## src/rtl/alu_cmd_sequencer.sv

```systemverilog
// Command front-end for a 4-bit combinational ALU: registers operands/opcode, captures the
// result with status flags and queues it in a show-ahead FIFO for a downstream consumer.
module alu_cmd_sequencer #(
  parameter int unsigned DEPTH = 4,
  parameter int unsigned CW    = $clog2(DEPTH + 1)
) (
  input  logic          clk,
  input  logic          rst_n,
  input  logic          in_valid,
  output logic          in_ready,
  input  logic [3:0]    in_a,
  input  logic [3:0]    in_b,
  input  logic [2:0]    in_sel,
  output logic [3:0]    alu_a,
  output logic [3:0]    alu_b,
  output logic [2:0]    alu_sel,
  input  logic [4:0]    alu_out,
  output logic          out_valid,
  input  logic          out_ready,
  output logic [4:0]    out_result,
  output logic [2:0]    out_sel,
  output logic          out_zero,
  output logic          out_carry,
  output logic          out_divz,
  output logic [CW-1:0] fifo_count
);

  localparam int unsigned AW = $clog2(DEPTH);
  localparam int unsigned EW = 11;

  typedef enum logic {StIdle, StExec} state_e;

  state_e        r_state, w_state_next;
  logic [3:0]    r_alu_a, r_alu_b;
  logic [2:0]    r_alu_sel;
  logic [EW-1:0] r_mem [DEPTH];
  logic [AW-1:0] r_wptr, r_rptr;
  logic [CW-1:0] r_count;

  logic          w_accept, w_push, w_pop;
  logic          w_divz, w_carry, w_zero;
  logic [4:0]    w_result;
  logic [EW-1:0] w_entry, w_head;

  always_comb begin
    w_state_next = r_state;
    in_ready     = 1'b0;
    case (r_state)
      StIdle: begin
        in_ready = (r_count < CW'(DEPTH));
        if (in_valid && in_ready) w_state_next = StExec;
      end
      StExec:  w_state_next = StIdle;
      default: w_state_next = StIdle;
    endcase
  end

  assign w_accept = (r_state == StIdle) && in_valid && in_ready;
  assign w_push   = (r_state == StExec);
  assign w_pop    = out_valid && out_ready;

  // Divide/mod by zero replaces the undefined ALU output with all-ones.
  assign w_divz   = ((r_alu_sel == 3'b011) || (r_alu_sel == 3'b100)) && (r_alu_b == 4'd0);
  assign w_result = w_divz ? 5'h1F : alu_out;
  assign w_zero   = (w_result == 5'd0);

  always_comb begin
    w_carry = 1'b0;
    case (r_alu_sel)
      3'b001:  w_carry = alu_out[4];
      3'b010:  w_carry = (r_alu_a < r_alu_b);
      3'b101:  w_carry = r_alu_a[3];
      3'b110:  w_carry = r_alu_a[0];
      default: w_carry = 1'b0;
    endcase
  end

  assign w_entry = {w_result, r_alu_sel, w_zero, w_carry, w_divz};

  always_ff @(posedge clk) begin
    if (!rst_n) begin
      r_state   <= StIdle;
      r_alu_a   <= 4'd0;
      r_alu_b   <= 4'd0;
      r_alu_sel <= 3'd0;
    end else begin
      r_state <= w_state_next;
      if (w_accept) begin
        r_alu_a   <= in_a;
        r_alu_b   <= in_b;
        r_alu_sel <= in_sel;
      end
    end
  end

  // Storage needs no reset: pointers and count define which entries are live.
  always_ff @(posedge clk) begin
    if (rst_n && w_push) r_mem[r_wptr] <= w_entry;
  end

  always_ff @(posedge clk) begin
    if (!rst_n) begin
      r_wptr  <= '0;
      r_rptr  <= '0;
      r_count <= '0;
    end else begin
      if (w_push) r_wptr <= r_wptr + AW'(1);
      if (w_pop)  r_rptr <= r_rptr + AW'(1);
      case ({w_push, w_pop})
        2'b10:   r_count <= r_count + CW'(1);
        2'b01:   r_count <= r_count - CW'(1);
        default: r_count <= r_count;
      endcase
    end
  end

  assign w_head     = r_mem[r_rptr];
  assign out_valid  = (r_count != '0);
  assign fifo_count = r_count;
  assign alu_a      = r_alu_a;
  assign alu_b      = r_alu_b;
  assign alu_sel    = r_alu_sel;

  assign {out_result, out_sel, out_zero, out_carry, out_divz} = out_valid ? w_head : '0;

endmodule

```

## config.mk

```make
export PLATFORM = sky130hd
export DESIGN_NAME = alu_cmd_sequencer
export DESIGN_NICKNAME = d
export VERILOG_FILES = /design/src/rtl/alu_cmd_sequencer.sv
export SDC_FILE = /design/constraint.sdc
export NUM_CORES = 1
export LEC_CHECK = 0
export CAP_MARGIN = 20
export CORE_AREA = 2 2 78 80
export CTS_CLUSTER_SIZE = 40
export DETAILED_ROUTE_END_ITERATION = 8
export DIE_AREA = 0 0 80 82
export MAX_ROUTING_LAYER = met4
export PLACE_DENSITY_LB_ADDON = 0.08
export SYNTH_ARGS = -nofsm -noshare
export SYNTH_HDL_FRONTEND = slang
export SYNTH_SLANG_ARGS = --single-unit
```

## constraint.sdc

```tcl
create_clock -name clk -period 2.8 [get_ports clk]
set_input_delay 0.28 -clock clk [delete_from_list [all_inputs] [get_ports clk]]
set_output_delay 0.28 -clock clk [all_outputs]
set_load 0.03 [all_outputs]
```

Yosys cells after proc, flatten, opt, wreduce, memory -nomap -nowiden:

Memory sizes are Yosys's and may differ from the RTL's. A register that Yosys moved wholly into a read port is not among the register bits.
Cells that the tools add are included.

* flip-flop bits (word level): 19
* bits in writable memories: 44
* output and inout port bits: 27
* word-level logic and storage cells: 45
* memories kept: 1

Memories
* r_mem: words 4, bits a word 11, read ports 1, clocked after memory_dff 1, write ports 1, line 36 `logic [EW-1:0] r_mem [DEPTH];`

* $add $sub $neg: 4
* $lt $le $gt $ge: 2
* eq/ne operators: 8
* muxes and demuxes: 11
* bitwise logic cells: 1
* reduce and logical (&&, ||, !) cells: 11

Operator list (count)
* 2-to-1 mux 11 bit: 1
* == test 3 bit (second input constant): 3
* == test 3 x 2 -> 1 bit (second input constant): 2
* logical AND 1 bit: 6
* one-hot mux 3 bit (2 select lines): 1
* logical NOT 5 bit: 1
* 2-to-1 mux 5 bit: 1
* adder 2 x 1 -> 2 bit (second input constant): 2
* logical NOT 4 bit: 1
* less-than comparator 4 bit: 1
* 2-to-1 mux 1 bit: 4
* 2-to-1 mux 2 bit: 2
* one-hot mux 1 bit (4 select lines): 1
* adder 3 x 1 -> 3 bit (second input constant): 1
* == test 3 x 1 -> 1 bit (second input constant): 1
* less-than comparator 3 bit (second input constant): 1
* nonzero test 3 bit: 1
* subtractor 3 x 1 -> 3 bit (second input constant): 1
* == test 2 x 1 -> 1 bit (second input constant): 1
* == test 2 bit (second input constant): 1
* one-hot mux 1 bit (2 select lines): 1
* nonzero test 2 bit: 1
* logical OR 1 bit: 1
* inverter 1 bit: 1

Depth between registers and ports, before layout:

Gate-level depths: netlist (run 1).

* word-level depth: 5
* depth in mapped cells: 8
* mapped depth without buffers: 8

Least setup slack after synthesis (run 1):

No wires, ideal clock.

* path type: flip-flop to flip-flop
* start point: register r_count[2], in the netlist fifo_count[2]
* end point: register r_count[2], in the netlist fifo_count[2]
* setup time: 76 ps
* arrival time: 2083 ps
* setup slack: 641 ps
* stages on the path, launching flop included: 9
* buffers on the path: 0
* clock period less this slack: 2159 ps
* path through: dfxtp_1 -> or3_4 -> and2_4 -> ha_1 -> inv_1 -> fa_1 -> xor2_1 -> or3_1 -> a21boi_0

* cells in the longest elaborated chain, start to end: 4

Ends and longest elaborated chain
* from (decl): line 38 `logic [CW-1:0] r_count;`
* from (signal assigned): line 110 `2'b10: r_count <= r_count + CW'(1);`
* from (signal assigned): line 111 `2'b01: r_count <= r_count - CW'(1);`
* from (signal assigned): line 112 `default: r_count <= r_count;`
* parallel branches: the longest is 4 deep, another holds subtractor 3 x 1 -> 3 bit

Several ways; the timed one is not identified.
A chain may end at the register's enable or synchronous reset.

==> metrics.txt, run 1 <==
Final setup viols 0; Final ANT Viol Nets 0; Initial DRC Count 115; PD cells 877 mW/mm^2; Overflow after GRT 0; Net Sw Frac 0.325; average wire per cell in the routed design 15.2 um; worst vdd ir 0.464 mV; GP Congestion 0.704; Internal Power 2.09 mW; # Max-Cap Violations 0; Sequential Power Share 0.380; Worst Path Arrival 2.36 ns; post-placement cell area 0.00330 mm^2; Detailed Route WL 5010 um; clock-pin slew of the registers on the worst-case setup and hold paths 0.08 ns; max-slew violations 0; Synth Area in XOR/XNOR 0.0184; Simple-Gate Fraction of Synth Area 0.139; vias 1664; Synth Warn # 0; width of the die 80 um; Crit. End Element output port; post-synthesis average cell area 14.1 um^2; Mapped Nets 227; CTS tree yes; met1 Use GR 0.222; Synth Flop Type edfxtp_1; synthesized area 0.00279 mm^2; antenna violations before repair 0; number of CTS-inserted buffers 9; Yosys cell types 38; outcome finished clean; CP startpoint kind register; Layout area overhead 26.7%; CP max FO 6; boundary pin count 47; clk_lat worst skew 0.34 ns; Compound-Gate Fraction of Synth Area 0.0489; die height 82 um; Inserted Diodes 0; Cell Chain, Critical Path buf_4, mux4_2, and2_1, clkdlybuf4s50_1; # resized after CTS 0; FMAX 379 MHz; CTS sink cnt 65; Setup Skew 0.00987 ns; slowest stage delay, CP 0.58 ns; Post-Route Setup TNS 0 ns; routed vias/inst 5.06; Hold Fails Final Rpt 0; port bufs 46; sequential area share after synthesis 0.625; Period minus WS final 2.64 ns; commonest cells after routing, fill and taps aside clkdlybuf4s50_1, edfxtp_1, nand2_1; fraction of registers with async set/reset 0; most common cell after layout, fill and taps aside clkdlybuf4s50_1; H-Tree Depth 3; CP required 2.52 ns; Initial Utilization 0.485; Post-CTS Setup Bufs 0; row count 28; switching power 1.01 mW; final instance area 0.00353 mm^2; # hold bufs at CTS 0; Clock Tree Root clkbuf_8; clk buf depth 2; Tcrit/Tclk final 0.941; core box area 0.00575 mm^2; Slew HR 0.597; die area 0.00656 mm^2; cell leakage power 1.24 nW; total track usage 0.170; RSZ-0062 raised after global routing false; Comb power frac 0.329; worst hold-check path type in -> reg; dpl hpwl 3280 um; busiest grt layer met2; DRC 0; Clk pwr share 0.290; share of cells above drive strength 1 0.130; final core utilization 0.615; met2 Use GR 0.252; number of global-route vias before repair 1551; worst slew pin tran 0.604 ns; DRT Pass-1 Iters 4; Synth Register Bits 65; CP Class reg -> out; largest net degree at the start of global routing 21; Mapped Cells 198; Post-Synth Adder-Cell Area 0.0431; Critical Path Slowest Stage Cell clkdlybuf4s50_1; Post-synth EDFFs 44; routing usage on met3 0.0527; largest family of logic cells by synthesized area simple AND/OR/NAND/NOR gates; post-synthesis mux area share 0.0938; first-pass GRT wire length 7810 um; Nets 278
[Yosys cell counts (all sizes together), types with 2 or more instances]
cell type | n | area [um^2]
edfxtp | 44 | 1320
nand2 | 25 | 93.8
dfxtp | 21 | 420
and2 | 17 | 109
a21boi | 12 | 90.1
mux4 | 11 | 252
inv | 10 | 37.5
ha | 8 | 100
and3 | 6 | 37.5
nand2b | 6 | 37.5
o21ai | 6 | 33.8
buf | 5 | 40.0
nor2b | 4 | 25.0
clkbuf | 3 | 11.3
xnor2 | 3 | 33.8
nor2 | 2 | 15.0
or3 | 2 | 17.5
xor2 | 2 | 17.5
[state kept, by name, summed over array words and instances, names as in the netlist, named ones only]
| name | count |
|---|---|
| alu_b | 4 |
| r_rptr | 2 |
| alu_a | 4 |
| fifo_count | 3 |
| r_wptr | 2 |
| r_state | 1 |
| alu_sel | 3 |
| r_mem | 44 |
[cell type report]
type | count | area, um^2
Sequential cell | 65 | 1740
Tap cell | 75 | 93.8
Timing Repair Buffer | 48 | 475
Multi-Input combinational cell | 115 | 956
Clock inverter | 7 | 103
Inverter | 10 | 37.5
Fill cell | 467 | 2210
Clock buffer | 9 | 124
[layer usage]
| metal | up-vias | routed length [um] |
|---|---|---|
| met1 | 801 | 2400 |
| li1 | 813 | - |
| met2 | 44 | 2310 |
| met5 | - | 0 |
| met3 | 6 | 231 |
| met4 | 0 | 69 |
[stage by stage]
stage	setup WS, ns	hold WS [ns]	total power [mW]	instances
2_1_floorplan	0.641	0.415	1.87	198
3_3_place_gp	0.497	0.481	2.22	313
3_5_place_dp	0.478	0.481	2.23	313
4_1_cts	0.103	0.473	3.13	329
5_1_grt	0.0402	0.502	3.24	329
6_report	0.165	0.484	3.10	329
[worst max-delay path: cells and delay by family (launching register included)]
kind	cells	cell delay, ns
and+or+nand+nor	1	0.17
muxes	1	0.50
buffers and inverters	2	0.83
DFF	1	0.52
[power by group through the flow]
stage,Combinational [mW],Sequential [mW],Clock [mW]
after floorplan,0.646,1.23,0
after global routing,1.09,1.19,0.958
after global placement,1.02,1.20,0
after CTS,1.03,1.18,0.910
final,1.02,1.18,0.899
after detailed placement,1.03,1.20,0
[worst paths after layout]
path,slack (ns),depth (start not counted),end,startpoint
hold reg to reg,0.49,2,alu_a[1]$_SDFFE_PN0P_,alu_a[1]$_SDFFE_PN0P_
setup / recovery,0.16,4,out_zero,register
hold / removal,0.48,3,alu_sel[1]$_SDFFE_PN0P_,in_sel[1]
setup reg to reg,0.61,8,fifo_count[2]$_SDFFE_PN0P_,fifo_count[2]$_SDFFE_PN0P_
[logic make-up after synthesis]
logic type	count (synthesis)
AO/OA/AOI/OAI	20
flip-flops	65
XOR/XNOR	5
buffers and inverters	18
adder cells (fa/ha/maj)	9
AND/OR/NAND/NOR	69
multiplexers	12
Power figures use the tool's default switching activity.
==> run 2, diff against run 1 <==
--- a/config.mk
+++ b/config.mk
@@ -6,10 +6,11 @@
 export NUM_CORES = 1
 export LEC_CHECK = 0
 export CAP_MARGIN = 20
-export CORE_AREA = 2 2 78 80
+export CORE_AREA = 2 2 75 77
 export CTS_CLUSTER_SIZE = 40
 export DETAILED_ROUTE_END_ITERATION = 8
-export DIE_AREA = 0 0 80 82
+export DIE_AREA = 0 0 77 79
+export DONT_BUFFER_PORTS = 1
 export MAX_ROUTING_LAYER = met4
 export PLACE_DENSITY_LB_ADDON = 0.08
 export SYNTH_ARGS = -nofsm -noshare
==> constraint.sdc (replaced) <==
create_clock -name clk -period 3.3 [get_ports clk]
set_input_delay 0.33 -clock clk [delete_from_list [all_inputs] [get_ports clk]]
set_output_delay 0.33 -clock clk [all_outputs]
set_load 0.03 [all_outputs]
==> metrics.txt, run 2 (same netlist as run 1, synthesis figures left out) <==
outcome finished clean (unchanged); CTS tree yes (unchanged); CP startpoint kind register (unchanged); share of cells above drive strength 1 0.146 (was 0.130); # Max-Cap Violations 0 (unchanged); Sequential Power Share 0.459 (was 0.380); placed insts 262 (was 313); switching power 0.786 mW (was 1.01 mW); Setup Skew 0.00477 ns (was 0.00987 ns); clk_lat worst skew 0.33 ns (was 0.34 ns); RSZ-0062 raised after global routing false (unchanged); max reg flops 44 (unchanged); CP Class reg -> reg (was reg -> out); average wire per cell in the routed design 16.9 um (was 15.2 um); Post-CTS Setup Bufs 0 (unchanged); Nets 230 (was 278); Critical Path Slowest Stage Cell dfxtp_1 (was clkdlybuf4s50_1); Worst Path Arrival 2.75 ns (was 2.36 ns); Layout area overhead 9.07% (was 26.7%); core box area 0.00534 mm^2 (was 0.00575 mm^2); Period minus WS final 2.50 ns; total power 2.34 mW (was 3.10 mW); Detailed Route WL 4710 um (was 5010 um); die height 79 um (was 82 um); final instance area 0.00304 mm^2 (was 0.00353 mm^2); CP required 3.56 ns (was 2.52 ns); antenna violations before repair 0 (unchanged); boundary pin count 47 (unchanged); Net Sw Frac 0.336 (was 0.325); H-Tree Depth 3 (unchanged); clk buf depth 2 (unchanged); Top delay family on crit path simple AND/OR/NAND/NOR gates (was buffers and inverters); Clock Tree Root clkbuf_8 (unchanged); worst hold slack 0.121 ns (was 0.484 ns); DRC 0 (unchanged); Internal Power 1.55 mW (was 2.09 mW); Reg with most FFs r_mem (unchanged); total track usage 0.178 (was 0.170); dpl hpwl 3140 um (was 3280 um); worst vdd ir 0.515 mV (was 0.464 mV); width of the die 77 um (was 80 um); Cell Chain, Critical Path or3_4, and2_4, ha_1, inv_1, fa_1, xor2_1, or3_1, a21boi_0 (was buf_4, mux4_2, and2_1, clkdlybuf4s50_1); row count 27 (was 28); GP Congestion 0.691 (was 0.704); Initial Utilization 0.522 (was 0.485); commonest cells after routing, fill and taps aside edfxtp_1, nand2_1, dfxtp_1 (was clkdlybuf4s50_1, edfxtp_1, nand2_1); worst hold-check path type in -> reg (unchanged); port bufs 0 (was 46); Comb power frac 0.240 (was 0.329); cell leakage power 1.05 nW (was 1.24 nW); clock-pin slew of the registers on the worst-case setup and hold paths 0.06 ns (was 0.08 ns); worst slew pin tran 0.765 ns (was 0.604 ns); die area 0.00608 mm^2 (was 0.00656 mm^2); CP max FO 14 (was 6); DRT Pass-1 Iters 4 (unchanged); PD cells 770 mW/mm^2 (was 877 mW/mm^2); most common cell after layout, fill and taps aside edfxtp_1 (was clkdlybuf4s50_1); routed vias/inst 5.39 (was 5.06); # resized after CTS 0 (unchanged); largest net degree at the start of global routing 25 (was 21); first-pass GRT wire length 7820 um (was 7810 um); slowest stage delay, CP 0.62 ns (was 0.58 ns); Overflow after GRT 0 (unchanged); post-placement cell area 0.00283 mm^2 (was 0.00330 mm^2); Tcrit/Tclk final 0.756; number of CTS-inserted buffers 9 (unchanged); Post-Route Setup TNS 0 ns (unchanged); max-slew violations 0 (unchanged); Slew HR 0.489 (was 0.597); vias 1498 (was 1664); fin cells 278 (was 329); Hold Fails Final Rpt 0 (unchanged); Clk pwr share 0.301 (was 0.290); CTS sink cnt 65 (unchanged); Crit. End Element register (was output port); Inserted Diodes 0 (unchanged); number of global-route vias before repair 1534 (was 1551); # hold bufs at CTS 0 (unchanged); Final ANT Viol Nets 0 (unchanged); CP Buf/Inv Count 1 (was 2); Final setup viols 0 (unchanged); FMAX 401 MHz; Initial DRC Count 62 (was 115)
## run 2: cell types whose count changed in the layout (fill, tap and decap cells not counted), moves of 2 or more
cell             change
clkdlybuf4s50_1     -46
clkinv_4             -3
buf_4                -2
clkinv_2             +2
## run 2: path summary, 6_finish.rpt
path                                endpoint  cells after the start  slack, ns                       start
setup / recovery  fifo_count[2]$_SDFFE_PN0P_                      8       0.80  fifo_count[2]$_SDFFE_PN0P_
hold reg to reg                     register                      2       0.58      r_rptr[0]$_SDFFE_PN0N_
hold / removal        r_wptr[0]$_SDFFE_PN0P_                      1       0.12                       rst_n
setup reg to reg  fifo_count[2]$_SDFFE_PN0P_                      8       0.80  fifo_count[2]$_SDFFE_PN0P_
## run 2: metrics by stage
stage	setup slack, ns	util
after floorplan	1.14	-
after global placement	0.906	0.529
after detailed placement	0.795	0.529
after CTS	0.795	0.569
after global routing	0.651	0.569
final	0.804	0.569
## run 2: final cells by class
| cell class | instances | area (um^2) |
|---|---|---|
| Clock buffer | 11 | 163 |
| Clock inverter | 5 | 51.3 |
| Fill cell | 477 | 2300 |
| Inverter | 10 | 37.5 |
| Multi-Input combinational cell | 115 | 956 |
| Sequential cell | 65 | 1740 |
| Tap cell | 72 | 90.1 |
## run 2: power by group through the flow
stage / clock, mW / combinational, mW / sequential [mW]
6_report: 0.703 / 0.563 / 1.07
3_3_place_gp: 0 / 0.551 / 1.09
4_1_cts: 0.717 / 0.569 / 1.08
5_1_grt: 0.755 / 0.613 / 1.09
2_1_floorplan: 0 / 0.548 / 1.04
3_5_place_dp: 0 / 0.565 / 1.10
## run 2: per-layer routing
layer | wire length (um) | track usage
met5 | 0 | -
met1 | 2050 | 0.214
met4 | 98 | 0.0964
met3 | 291 | 0.0523
met2 | 2270 | 0.275
==> run 3, diff against run 2 <==
==> constraint.sdc (replaced) <==
create_clock -name clk -period 2.5 [get_ports clk]
set_input_delay 0.25 -clock clk [delete_from_list [all_inputs] [get_ports clk]]
set_output_delay 0.25 -clock clk [all_outputs]
set_load 0.03 [all_outputs]
==> metrics.txt, run 3 (same netlist as run 1, synthesis figures left out) <==
final core utilization 0.570 (was 0.569); routed vias/inst 5.29 (was 5.39); Final setup viols 0 (unchanged); Initial DRC Count 67 (was 62); worst vdd ir 0.778 mV (was 0.515 mV); # hold bufs at CTS 0 (unchanged); clock-pin slew of the registers on the worst-case setup and hold paths 0.06 ns (about the same); clk buf depth 2 (unchanged); placed insts 267 (was 262); commonest cells after routing, fill and taps aside edfxtp_1, nand2_1, dfxtp_1 (unchanged); Detailed Route WL 4830 um (was 4710 um); CP max FO 14 (unchanged); Post-Route Setup TNS 0 ns (unchanged); CTS tree yes (unchanged); vias 1498 (unchanged); GP Congestion 0.686 (was 0.691); PnR worst setup slack 0.292 ns (was 0.804 ns); Setup Skew 0.00548 ns (was 0.00477 ns); total track usage 0.182 (was 0.178); worst hold slack 0.0509 ns (was 0.121 ns); Worst R2R Path Depth 8 (unchanged); CP required 2.74 ns (was 3.56 ns); RSZ-0062 raised after global routing false (unchanged); Inserted Diodes 0 (unchanged); antenna violations before repair 0 (unchanged); clk_lat worst skew 0.33 ns (about the same); wire length on met1 2050 um (about the same); final instance area 0.00304 mm^2 (about the same); Worst Setup SP fifo_count[1]$_SDFFE_PN0P_ (was fifo_count[2]$_SDFFE_PN0P_); CP Class reg -> reg (unchanged); PD cells 993 mW/mm^2 (was 770 mW/mm^2); boundary pin count 47 (unchanged); worst r2r src fifo_count[1]$_SDFFE_PN0P_ (was fifo_count[2]$_SDFFE_PN0P_); FMAX 453 MHz (was 401 MHz); DRT Pass-1 Iters 3 (was 4); CP startpoint kind register (unchanged); met2 WL 2390 um (was 2270 um); # resized after CTS 0 (unchanged); Layout area overhead 9.16% (was 9.07%); average wire per cell in the routed design 17.1 um (was 16.9 um); Crit. End Element register (unchanged); CTS sink cnt 65 (unchanged); Period minus WS final 2.21 ns (was 2.50 ns); fin cells 283 (was 278); Initial Utilization 0.522 (unchanged); DRC 0 (unchanged); worst min-delay path startpoint rst_n (unchanged); worst setup path end fifo_count[2]$_SDFFE_PN0P_ (unchanged); number of CTS-inserted buffers 9 (unchanged); worst slew pin tran 0.619 ns (was 0.765 ns); Overflow after GRT 0 (unchanged); Nets 235 (was 230); row count 27 (unchanged); # Max-Cap Violations 0 (unchanged); Final ANT Viol Nets 0 (unchanged); outcome finished clean (unchanged); most common cell after layout, fill and taps aside edfxtp_1 (unchanged); port bufs 0 (unchanged); Slew HR 0.587 (was 0.489); H-Tree Depth 3 (unchanged); Reg with most FFs r_mem (unchanged); width of the die 77 um (unchanged); die height 79 um (unchanged); pre-CTS WS 0.304 ns (was 0.795 ns); register-to-register setup slack 0.29 ns (was 0.80 ns); Top Metal Used met4 (unchanged); max reg flops 44 (unchanged); Hold Fails Final Rpt 0 (unchanged); largest net degree at the start of global routing 25 (unchanged); max-slew violations 0 (unchanged); post-placement cell area 0.00286 mm^2 (was 0.00283 mm^2); total power 3.02 mW (was 2.34 mW); Tcrit/Tclk final 0.883 (was 0.756); Post-CTS Setup Bufs 0 (unchanged); first-pass GRT wire length 7950 um (was 7820 um); cell leakage power 1.06 nW (was 1.05 nW); share of cells above drive strength 1 0.152 (was 0.146); die area 0.00608 mm^2 (unchanged); Worst Path Arrival 2.45 ns (was 2.75 ns); core box area 0.00534 mm^2 (unchanged); Clock Tree Root clkbuf_8 (unchanged); dpl hpwl 3280 um (was 3140 um); met3 wire len 309 um (was 291 um); R2R Path End fifo_count[2]$_SDFFE_PN0P_ (unchanged); number of global-route vias before repair 1615 (was 1534); worst hold-check path type in -> reg (unchanged)
run 3: cell count changes in the layout (fill, tap and decap cells not counted), sizes merged:
cell,delta
clkbuf,+1
clkinvlp,-1
buf,+5
run 3: area by class of cell:
cell class                      instances  area, um^2
Clock buffer                           12         135
Timing Repair Buffer                    5        37.5
Tap cell                               72        90.1
Fill cell                             481        2300
Inverter                               10        37.5
Clock inverter                          4        43.8
Multi-Input combinational cell        115         956
Sequential cell                        65        1740
run 3: worst min-delay path by stage:
stage | endpoint | slack (ns) | cells past startpoint
CTS | fifo_count[0]$_SDFFE_PN0P_ | 0.03 | 1
floorplan | alu_sel[1]$_SDFFE_PN0P_ | 0.38 | 2
global route | fifo_count[0]$_SDFFE_PN0P_ | 0.03 | 1
detailed placement | fifo_count[0]$_SDFFE_PN0P_ | 0.38 | 1
global placement | fifo_count[1]$_SDFFE_PN0P_ | 0.37 | 1
finish | fifo_count[0]$_SDFFE_PN0P_ | 0.05 | 1
run 3: worst max-delay path: stages (launching register included):
cell and delay (ns):
dfxtp_1 0.35, or3_4 0.27, and2_4 0.20, ha_1 0.17
inv_1 0.06, fa_1 0.37, xor2_1 0.17, or3_1 0.32
a21boi_0 0.21
run 3: per-layer routing:
metal  GRT usage  up-vias
li1            -      722
met1       0.207      718
met2       0.298       50
met3      0.0750        8
met4      0.0589        0
met5           -        -
run 3: report_power, final:
| group | leakage, nW | internal [mW] | switching [mW] |
|---|---|---|---|
| clock network | 0.0918 | 0.455 | 0.364 |
| registers | 0.574 | 1.23 | 0.111 |
| logic | 0.399 | 0.313 | 0.548 |
